File: src/rtl/pfa_pkg.sv
`default_nettype none
// ============================================================================
//  Package   : pfa_pkg
//  Purpose   : Shared types and elaboration-time helpers for the pipelined
//              parallel-prefix adder/subtractor (pfa_pipe_param).
//  Revision  : 1.0  initial release
// ============================================================================
package pfa_pkg;

  // Generate/propagate pair carried through the prefix network
  typedef struct packed {
    logic g;
    logic p;
  } pg_t;

  // Ceiling log2; clog2(1) = 0
  function automatic int clog2(input int n);
    int r;
    int v;
    r = 0;
    v = n - 1;
    while (v > 0) begin
      r = r + 1;
      v = v >> 1;
    end
    return r;
  endfunction

  // Cycles from accept to out_valid: one input stage plus one stage per
  // group of reg_every prefix levels (the last group may be partial).
  function automatic int pfa_lat(input int width, input int reg_every);
    return 1 + (clog2(width) + reg_every - 1) / reg_every;
  endfunction

endpackage : pfa_pkg
`default_nettype wire

File: src/rtl/pfa_pipe_param_if.sv
`default_nettype none
// ============================================================================
//  Interface : pfa_pipe_param_if
//  Purpose   : Operand/result stream bundle for pfa_pipe_param.
//              master = producer/consumer side, slave = arithmetic unit.
//  Config    : PFA_PIPE_FLAGS_EN adds the ovf/zero result flags.
//  Revision  : 1.0  initial release
// ============================================================================
interface pfa_pipe_param_if
  import pfa_pkg::*;
#(
  parameter int WIDTH = 32,
  parameter int TAG_W = 4
);

  logic             in_valid;
  logic             in_ready;
  logic [WIDTH-1:0] x;
  logic [WIDTH-1:0] y;
  logic             cin;
  logic             op_sub;
  logic [TAG_W-1:0] tag_in;
  logic             out_valid;
  logic             out_ready;
  logic [WIDTH-1:0] s;
  logic             cout;
  logic [TAG_W-1:0] tag_out;
`ifdef PFA_PIPE_FLAGS_EN
  logic             ovf;
  logic             zero;
`endif

  modport master (
`ifdef PFA_PIPE_FLAGS_EN
    input  ovf, zero,
`endif
    output in_valid, x, y, cin, op_sub, tag_in, out_ready,
    input  in_ready, out_valid, s, cout, tag_out
  );

  modport slave (
`ifdef PFA_PIPE_FLAGS_EN
    output ovf, zero,
`endif
    input  in_valid, x, y, cin, op_sub, tag_in, out_ready,
    output in_ready, out_valid, s, cout, tag_out
  );

endinterface : pfa_pipe_param_if
`default_nettype wire

File: src/rtl/pfa_prefix_cell.sv
`default_nettype none
// ============================================================================
//  Module    : pfa_prefix_cell
//  Purpose   : One prefix combine of a high group (gh,ph) with the adjacent
//              low group (gl,pl): G = gh | ph&gl, P = ph&pl.
//  Revision  : 1.0  initial release
// ============================================================================
module pfa_prefix_cell (
  input  wire  gh,
  input  wire  ph,
  input  wire  gl,
  input  wire  pl,
  output logic G,
  output logic P
);

  // Group generate/propagate of the concatenated span
  always_comb begin
    G = gh | (ph & gl);
    P = ph & pl;
  end

endmodule : pfa_prefix_cell
`default_nettype wire

File: src/rtl/pfa_pipe_param.sv
`default_nettype none
// ============================================================================
//  Module    : pfa_pipe_param
//  Purpose   : Pipelined Sklansky parallel-prefix adder/subtractor with
//              valid/ready flow control and a pass-through tag.
//              WIDTH is a power of two; REG_EVERY prefix levels share one
//              pipeline stage. Latency = pfa_lat(WIDTH, REG_EVERY).
//              A single global stall (out_valid && !out_ready) freezes every
//              stage; bubbles are kept in place.
//  Config    : PFA_PIPE_FLAGS_EN adds registered ovf/zero outputs aligned
//              with s.
//  Revision  : 1.0  initial release
// ============================================================================
module pfa_pipe_param
  import pfa_pkg::*;
#(
  parameter int WIDTH     = 32,
  parameter int REG_EVERY = 1,
  parameter int TAG_W     = 4
) (
  input wire clk,
  input wire rst,
  pfa_pipe_param_if.slave bus
);

  localparam int c_L    = clog2(WIDTH);
  localparam int c_NS   = pfa_lat(WIDTH, REG_EVERY) - 1;
  localparam int c_LAST = c_NS - 1;

  // --------------------------------------------------------------------------
  // Flow control
  // --------------------------------------------------------------------------
  logic w_stall;
  logic w_en;

  assign w_stall      = bus.out_valid && !bus.out_ready;
  assign w_en         = !w_stall;
  assign bus.in_ready = w_en;

  // --------------------------------------------------------------------------
  // Stage 0 logic: operand conditioning and bitwise p/g
  // --------------------------------------------------------------------------
  logic [WIDTH-1:0] w_yy;
  logic [WIDTH-1:0] w_p0;
  logic [WIDTH-1:0] w_g0;
  logic             w_c0;
  pg_t  [WIDTH-1:0] w_pg0;

  // Invert y for subtract; carry-in folded into bit 0 generate so the prefix
  // network needs no separate carry input.
  always_comb begin
    w_yy    = bus.op_sub ? ~bus.y : bus.y;
    w_c0    = bus.op_sub ? 1'b1 : bus.cin;
    w_p0    = bus.x ^ w_yy;
    w_g0    = bus.x & w_yy;
    w_g0[0] = w_g0[0] | (w_p0[0] & w_c0);
    w_pg0   = '0;
    for (int i = 0; i < WIDTH; i++) begin
      w_pg0[i].g = w_g0[i];
      w_pg0[i].p = w_p0[i];
    end
  end

  // --------------------------------------------------------------------------
  // Sklansky prefix network. Level l takes its input from a stage register
  // when l is a multiple of REG_EVERY, otherwise straight from level l-1.
  // --------------------------------------------------------------------------
  generate
    for (genvar l = 0; l < c_L; l++) begin : g_lvl
      pg_t [WIDTH-1:0] w_in;
      pg_t [WIDTH-1:0] w_out;

      if ((l % REG_EVERY) == 0) begin : g_from_reg
        assign w_in = g_stage[l / REG_EVERY].r_pg;
      end else begin : g_from_comb
        assign w_in = g_lvl[l-1].w_out;
      end

      for (genvar i = 0; i < WIDTH; i++) begin : g_bit
        if (((i >> l) & 1) == 1) begin : g_cell
          // Low partner: the group ending just below this bit's 2^l block
          localparam int c_J = ((i >> l) << l) - 1;
          pfa_prefix_cell u_cell (
            .gh (w_in[i].g),
            .ph (w_in[i].p),
            .gl (w_in[c_J].g),
            .pl (w_in[c_J].p),
            .G  (w_out[i].g),
            .P  (w_out[i].p)
          );
        end else begin : g_pass
          assign w_out[i] = w_in[i];
        end
      end
    end
  endgenerate

  // --------------------------------------------------------------------------
  // Pipeline registers ahead of each group of prefix levels. Stage 0 holds the
  // conditioned operands; stage j holds the result of levels below j*REG_EVERY.
  // The raw bitwise p and c0 travel alongside for the final sum.
  // --------------------------------------------------------------------------
  generate
    for (genvar j = 0; j < c_NS; j++) begin : g_stage
      pg_t  [WIDTH-1:0] w_d_pg;
      logic [WIDTH-1:0] w_d_p;
      logic             w_d_c0;
      logic             w_d_v;
      logic [TAG_W-1:0] w_d_tag;

      pg_t  [WIDTH-1:0] r_pg;
      logic [WIDTH-1:0] r_p;
      logic             r_c0;
      logic             r_v;
      logic [TAG_W-1:0] r_tag;

      if (j == 0) begin : g_first
        assign w_d_pg  = w_pg0;
        assign w_d_p   = w_p0;
        assign w_d_c0  = w_c0;
        assign w_d_v   = bus.in_valid;
        assign w_d_tag = bus.tag_in;
      end else begin : g_mid
        assign w_d_pg  = g_lvl[j*REG_EVERY-1].w_out;
        assign w_d_p   = g_stage[j-1].r_p;
        assign w_d_c0  = g_stage[j-1].r_c0;
        assign w_d_v   = g_stage[j-1].r_v;
        assign w_d_tag = g_stage[j-1].r_tag;
      end

      // Stage register: cleared by reset, frozen during stall
      always_ff @(posedge clk) begin
        if (rst) begin
          r_pg  <= '0;
          r_p   <= '0;
          r_c0  <= 1'b0;
          r_v   <= 1'b0;
          r_tag <= '0;
        end else if (w_en) begin
          r_pg  <= w_d_pg;
          r_p   <= w_d_p;
          r_c0  <= w_d_c0;
          r_v   <= w_d_v;
          r_tag <= w_d_tag;
        end
      end
    end
  endgenerate

  // --------------------------------------------------------------------------
  // Final stage: sum from raw p and prefix carries
  // --------------------------------------------------------------------------
  pg_t  [WIDTH-1:0] w_gf;
  logic [WIDTH-1:0] w_pf;
  logic             w_c0f;
  logic [WIDTH-1:0] w_s;
  logic             w_cout;
  logic             w_unused_p;

  assign w_gf   = g_lvl[c_L-1].w_out;
  assign w_pf   = g_stage[c_LAST].r_p;
  assign w_c0f  = g_stage[c_LAST].r_c0;
  assign w_cout = w_gf[WIDTH-1].g;

  // s[i] = p[i] ^ carry into bit i, where carry into bit i is G[i-1]
  always_comb begin
    w_s    = '0;
    w_s[0] = w_pf[0] ^ w_c0f;
    for (int i = 1; i < WIDTH; i++) begin
      w_s[i] = w_pf[i] ^ w_gf[i-1].g;
    end
  end

  // Group propagates of the last level have no consumer
  always_comb begin
    w_unused_p = 1'b0;
    for (int i = 0; i < WIDTH; i++) begin
      w_unused_p = w_unused_p ^ w_gf[i].p;
    end
  end

  logic             r_out_v;
  logic [WIDTH-1:0] r_s;
  logic             r_cout;
  logic [TAG_W-1:0] r_tag_out;

  // Output register: result, carry and tag aligned with out_valid
  always_ff @(posedge clk) begin
    if (rst) begin
      r_out_v   <= 1'b0;
      r_s       <= '0;
      r_cout    <= 1'b0;
      r_tag_out <= '0;
    end else if (w_en) begin
      r_out_v   <= g_stage[c_LAST].r_v;
      r_s       <= w_s;
      r_cout    <= w_cout;
      r_tag_out <= g_stage[c_LAST].r_tag;
    end
  end

  assign bus.out_valid = r_out_v;
  assign bus.s         = r_s;
  assign bus.cout      = r_cout;
  assign bus.tag_out   = r_tag_out;

`ifdef PFA_PIPE_FLAGS_EN
  logic r_ovf;
  logic r_zero;

  // Signed overflow = carry into MSB xor carry out; zero detect on the sum
  always_ff @(posedge clk) begin
    if (rst) begin
      r_ovf  <= 1'b0;
      r_zero <= 1'b0;
    end else if (w_en) begin
      r_ovf  <= w_gf[WIDTH-2].g ^ w_cout;
      r_zero <= (w_s == '0);
    end
  end

  assign bus.ovf  = r_ovf;
  assign bus.zero = r_zero;
`endif

endmodule : pfa_pipe_param
`default_nettype wire

File: src/flat_wrapper.sv
// flat-port wrapper written by rule: the top's interface ports become plain ports
module pfa_pipe_param_flat import pfa_pkg::*;
#(
  parameter int WIDTH     = 32,
  parameter int REG_EVERY = 1,
  parameter int TAG_W     = 4
)
  (clk, rst, bus_in_valid, bus_x, bus_y, bus_cin, bus_op_sub, bus_tag_in, bus_out_ready, bus_in_ready, bus_out_valid, bus_s, bus_cout, bus_tag_out);
  pfa_pipe_param_if #(.WIDTH(WIDTH), .TAG_W(TAG_W)) bus_i ();
  input wire clk;
  input wire rst;
  input wire logic [$bits(bus_i.in_valid)-1:0] bus_in_valid;
  input wire logic [$bits(bus_i.x)-1:0] bus_x;
  input wire logic [$bits(bus_i.y)-1:0] bus_y;
  input wire logic [$bits(bus_i.cin)-1:0] bus_cin;
  input wire logic [$bits(bus_i.op_sub)-1:0] bus_op_sub;
  input wire logic [$bits(bus_i.tag_in)-1:0] bus_tag_in;
  input wire logic [$bits(bus_i.out_ready)-1:0] bus_out_ready;
  output wire logic [$bits(bus_i.in_ready)-1:0] bus_in_ready;
  output wire logic [$bits(bus_i.out_valid)-1:0] bus_out_valid;
  output wire logic [$bits(bus_i.s)-1:0] bus_s;
  output wire logic [$bits(bus_i.cout)-1:0] bus_cout;
  output wire logic [$bits(bus_i.tag_out)-1:0] bus_tag_out;
  assign bus_i.in_valid = bus_in_valid;
  assign bus_i.x = bus_x;
  assign bus_i.y = bus_y;
  assign bus_i.cin = bus_cin;
  assign bus_i.op_sub = bus_op_sub;
  assign bus_i.tag_in = bus_tag_in;
  assign bus_i.out_ready = bus_out_ready;
  assign bus_in_ready = bus_i.in_ready;
  assign bus_out_valid = bus_i.out_valid;
  assign bus_s = bus_i.s;
  assign bus_cout = bus_i.cout;
  assign bus_tag_out = bus_i.tag_out;
  pfa_pipe_param #(.WIDTH(WIDTH), .REG_EVERY(REG_EVERY), .TAG_W(TAG_W)) u_core (.clk(clk), .rst(rst), .bus(bus_i));
endmodule
File: config.mk
export PLATFORM = sky130hd
export DESIGN_NAME = pfa_pipe_param_flat
export DESIGN_NICKNAME = d
export VERILOG_FILES = /design/src/rtl/pfa_pkg.sv /design/src/rtl/pfa_pipe_param_if.sv /design/src/rtl/pfa_prefix_cell.sv /design/src/rtl/pfa_pipe_param.sv /design/src/flat_wrapper.sv
export SDC_FILE = /design/constraint.sdc
export NUM_CORES = 1
export LEC_CHECK = 0
export ABC_CLOCK_PERIOD_IN_PS = 1900
export BUFFER_PORTS_ARGS = -buffer_cell sky130_fd_sc_hd__buf_4
export CORE_MARGIN = 1.5
export CORE_UTILIZATION = 40
export DETAILED_ROUTE_END_ITERATION = 7
export SYNTH_ARGS = -nofsm -noshare
export SYNTH_HDL_FRONTEND = slang
export SYNTH_SLANG_ARGS = --single-unit
File: constraint.sdc
create_clock -name clk -period 1.9 [get_ports clk]
set_clock_uncertainty 0.1 [all_clocks]
set_input_delay 0 -clock clk [delete_from_list [all_inputs] [get_ports clk]]
set_output_delay 0 -clock clk [all_outputs]
set_load 0.03 [all_outputs]
==> After elaboration in Yosys (flattened, before gate mapping) <==
Index checks and enable logic that the tools add are counted.
{ "classes": {"n_reduce_logical": 3, "bitwise": 246, "n_mux": 2} }
{ "ops": {"columns": ["operator", "n"], "rows": [
  ["AND 1 bit", 130],
  ["OR 1 bit", 81],
  ["AND 32 bit", 1],
  ["2-to-1 mux 32 bit", 1],
  ["inverter 32 bit", 1],
  ["XOR 1 bit", 32],
  ["XOR 32 bit", 1],
  ["logical NOT 1 bit", 2],
  ["logical AND 1 bit", 1],
  ["2-to-1 mux 1 bit", 1]
]} }
{ "word_totals": {"output_inout_bits": 39, "in_bits": 74, "elab_cells": 564, "reg_bits": 517} }

==> Logic depth before layout (Yosys ltp) <==
{ "depth": {"depth_word": 5, "mapped_depth": 7, "ltp_nobuf": 4} }

==> Hierarchy <==
A second synthesis with hierarchy kept.
{ "unflattened": {"hier_cells": 2240, "area_unflattened_um2": 18396.4} }
{ "by_module_without_submodules": {"columns": ["mod", "cells_per_inst", "seq_area_each_um2", "instances", "area_each_um2"], "rows": [
  ["pfa_pipe_param", 2080, 9288.9, 1, 17195.2],
  ["pfa_prefix_cell", 2, 0.0, 80, 15.0]
]} }

==> Least setup slack after synthesis <==
No wires, ideal clock.
{ "synth_path": {"path_kind": "register -> register", "from": "register u_core.r_out_v, in the netlist u_core.bus.out_valid", "to": "register u_core.r_s[10], in the netlist u_core.bus.s[10]", "stages_incl_launch_ff": 7, "setup_ns": 0.086, "arrival_time_ns": 1.412, "n_path_buf": 3, "setup_slack_ns": 0.302, "synth_period_minus_slack_ns": 1.598, "required_time_ns": 1.714, "path_cell_list": "dfxtp_1 nor2b_1 buf_6 inv_4 buf_4 buf_2 a211oi_1"} }
{ "synth_between": {"elab_chain_cells": 1} }
{ "synth_rtl": {"columns": ["element", "line_no", "source"], "rows": [
  ["start, declared", "pfa_pipe_param.sv:182", "logic r_out_v;"],
  ["start signal, assigned", "pfa_pipe_param.sv:195", "r_out_v <= g_stage[c_LAST].r_v;"],
  ["logical AND 1 bit", "pfa_pipe_param.sv:36", "assign w_stall = bus.out_valid && !bus.out_ready;"],
  ["end signal, assigned", "pfa_pipe_param.sv:196", "r_s <= w_s;"],
  ["end, declared", "pfa_pipe_param.sv:183", "logic [WIDTH-1:0] r_s;"]
]} }
No other way between the ends.
A chain may end at the register's enable or synchronous reset.

==> Worst setup path in the final report <==
{ "layout_path": {"from": "input port bus_op_sub", "to": "register u_core.g_stage[0].r_p[24]"} }
{ "layout_between": {"elab_chain_cells": 2} }
{ "layout_rtl": {"columns": ["element", "line_no", "source"], "rows": [
  ["start, declared", "flat_wrapper.sv:16", "input wire logic [$bits(bus_i.op_sub)-1:0] bus_op_sub;"],
  ["2-to-1 mux 32 bit", "pfa_pipe_param.sv:52", "w_yy = bus.op_sub ? ~bus.y : bus.y;"],
  ["XOR 32 bit", "pfa_pipe_param.sv:54", "w_p0 = bus.x ^ w_yy;"],
  ["net u_core.g_stage[0].w_d_p[24]", "pfa_pipe_param.sv:106", "logic [WIDTH-1:0] w_d_p;"],
  ["end signal, assigned", "pfa_pipe_param.sv:141", "r_p <= w_d_p;"],
  ["end, declared", "pfa_pipe_param.sv:112", "logic [WIDTH-1:0] r_p;"]
]} }
The timed path passes the listed nets, and every way through them passes these cells.

==> flow_metrics.tcl <==
set metrics [dict create \
    dieArea_sq_um 44300 \
    leakage_nw 8.048 \
    total_power_w 0.02122 \
    grt_pass1_wl_um 67530 \
    grt_max_degree 115 \
    die_w_um 210.5 \
    finalHoldViolCount 0 \
    ant_nets 0 \
    numPortBuffers 112 \
    ys_types 21 \
    viasPerCell 5.064 \
    fin_crit_ps 1874 \
    final_net_count 2368 \
    rsz0062_at_grt "no" \
    wl_per_cell_um 14.75 \
    setup_ws_ps 25.62 \
    period_share_pct 98.65 \
    critPathMaxStageDelay_ps 560 \
    synth_seq_cells 460 \
    cts_made_buffers 48 \
    slew_headroom_pct 57.65 \
    drv_cap 0 \
    grtUsageTotal_pct 18.40 \
    grt_remaining_overflow 0 \
    io_pins 113 \
    synth_area_sq_um 17220 \
    utilization_pct 50.76 \
    crit_fanout 25 \
    drive_gt1_share_pct 10.91 \
    chipHeight_um 210.5 \
    yosysSeqAreaShare_pct 53.48 \
    wirelength_um 41880 \
    drcViolationCount 0 \
    arrival_ps 2230 \
    layout_common_cells "nand2_1, dfxtp_1, a21oi_1" \
    start_util_pct 40.78 \
    cp_common_cell "dlygate4sd3_1" \
    row_count 75 \
    antenna_found_initial 0 \
    dp_slack_ps 280.3 \
    r2r_setup_slack_ps 100 \
    status "completed" \
    h-tree-depth 2 \
    place_congestion 0.7273 \
    root_buffer "clkbuf_16" \
    worstSkewPairLatency_ps 580 \
    peakVddDrop_mv 0.6628 \
    power_density_nw_per_um2 989.8 \
    crit_path_end_kind "register" \
    hold_path.class "input port to register" \
    final_max_slew_viol_count 0 \
    cts_sinks 460 \
    fmax_mhz 533.5 \
    antenna_cells 0 \
    grt_pass1_vias 13270 \
    cp_cell_sequence "dlygate4sd3_1 > buf_6 > buf_16 > xor2_1 > ha_1 > dlygate4sd3_1 > nand2_1 > a21oi_1" \
    final_area_sq_um 21430 \
    syn_inst 2103 \
    required_ps 2260 \
    drt-initial-drc-count 1074 \
    vias 14380 \
    dpl.hpwl_um 25070 \
    dpl_cell_area_sq_um 18610 \
    final_common_cell "nand2_1" \
    core_area_sq_um 42230 \
    worst_pin_slew_ps 635.2 \
    cts_tree "done" \
    worstSetupPathType "input port to register" \
    critPathLaunchType "input port" \
    post_synth.cell_area_avg_sq_um 8.188 \
    clkSlewWorstSetupHoldPaths_ps 60 \
    syn-num-nets 2210 \
    clockBufferDepth 3 \
    setup-tns-final_ps 0 \
    dr.pass1.iters 5 \
    finalSetupViolCount 0 \
    area_delta_synth_final_pct 24.47 \
    yosys_warnings 0 \
    cp_slowest_cell "dlygate4sd3_1" \
]
## metal layers
layer	GRT usage [%]	wire length, um	part of all wire [%]	up-vias
met5	0	0	0	-
met1	27.41	21290	51	6722
met2	27.21	18110	43	248
li1	-	-	-	7350
met3	2.890	1731	4.1	57
met4	5.542	751	1.8	0
## final timing paths
kind,from,to,cells past startpoint
setup / recovery,bus_op_sub,u_core.g_stage[0].r_p[24]$_SDFFE_PP0N_,8
hold / removal,bus_tag_in[2],u_core.g_stage[0].r_tag[2]$_SDFFE_PP0N_,4
setup reg to reg,u_core.bus.out_valid$_SDFFE_PP0N_,u_core.g_stage[0].r_v$_SDFFE_PP0N_,6
hold reg to reg,u_core.g_lvl[3].w_in[34]$_SDFFE_PP0N_,u_core.g_lvl[4].w_in[34]$_SDFFE_PP0N_,2
## state kept, by name (all words and copies together), names as in the netlist
signal                cells
u_core.g_stage.r_tag     20
u_core.bus.out_valid      1
u_core.g_stage.r_c0       5
u_core.g_stage.r_v        5
u_core.bus.cout           1
u_core.bus.tag_out        4
u_core.g_lvl.w_in       232
u_core.bus.s             32
u_core.g_stage.r_p      160
## kinds of logic after synthesis
| logic type | after synthesis | synth area share (%) |
|---|---|---|
| buffers and inverters | 167 | 4.745 |
| adders and majority gates | 33 | 2.398 |
| and+or+nand+nor | 935 | 22.38 |
| DFF | 460 | 53.48 |
| AOI/OAI and AO/OA | 460 | 14.56 |
| xor gates and xnor gates | 48 | 2.441 |
## cell usage after synthesis, drive strengths merged
cell    count  area share, %
nand2     674             15
dfxtp     460             53
a21oi     376             11
buf       109            3.5
nor2       86            1.9
a211oi     82            3.6
nor3       67            1.9
nand3      64            1.9
clkbuf     57            1.2
ha         33            2.4
xor2       32            1.6
xnor2      16           0.81
nand3b     14           0.61
nand4b     14           0.71
or4        14           0.61
o21ai       2          0.058
inv         1          0.036
nor2b       1          0.036
or3         1          0.036
## power breakdown
group / internal [W] / switching [W] / leakage (nW)
registers: 0.00997 / 0.000252 / 3.74
logic: 0.000664 / 0.000620 / 3.47
clock network: 0.00581 / 0.00390 / 0.837
## worst max-delay path: cells and delay by family
kind / cells / cell delay [ps]
buf+inv: 4 / 1560
compound gates: 1 / 60
fa+ha+maj: 1 / 270
xor+xnor: 1 / 230
simple gates: 1 / 60
## metrics by stage
step / instances / hold slack [ps]
2_1_floorplan: 2103 / 40.45
3_3_place_gp: 2637 / 177.5
3_5_place_dp: 2637 / 184.6
4_1_cts: 2833 / 123.5
5_1_grt: 2839 / 160.4
6_report: 2839 / 162.8
## area by class of cell
type                    instances  area (sq um)
flip-flops and latches        460          9209
fillers                      3945         20790
multi-input cells            1476          7209
repair inverters                2         22.52
well taps                     539         674.4
clock buffers                  72          1473
repair buffers                272          2615
clock inverters                17         201.4
inverters                       1         30.03
## repair_timing
item	4_1_cts	5_1_grt
endpoints found under the hold margin	256	0
endpoints found under the setup margin	1	21
resized for setup	0	6
hold buffers	108	0
setup buffers	0	3
cloned	0	3
Note: power is estimated with default switching activity, not from simulation.
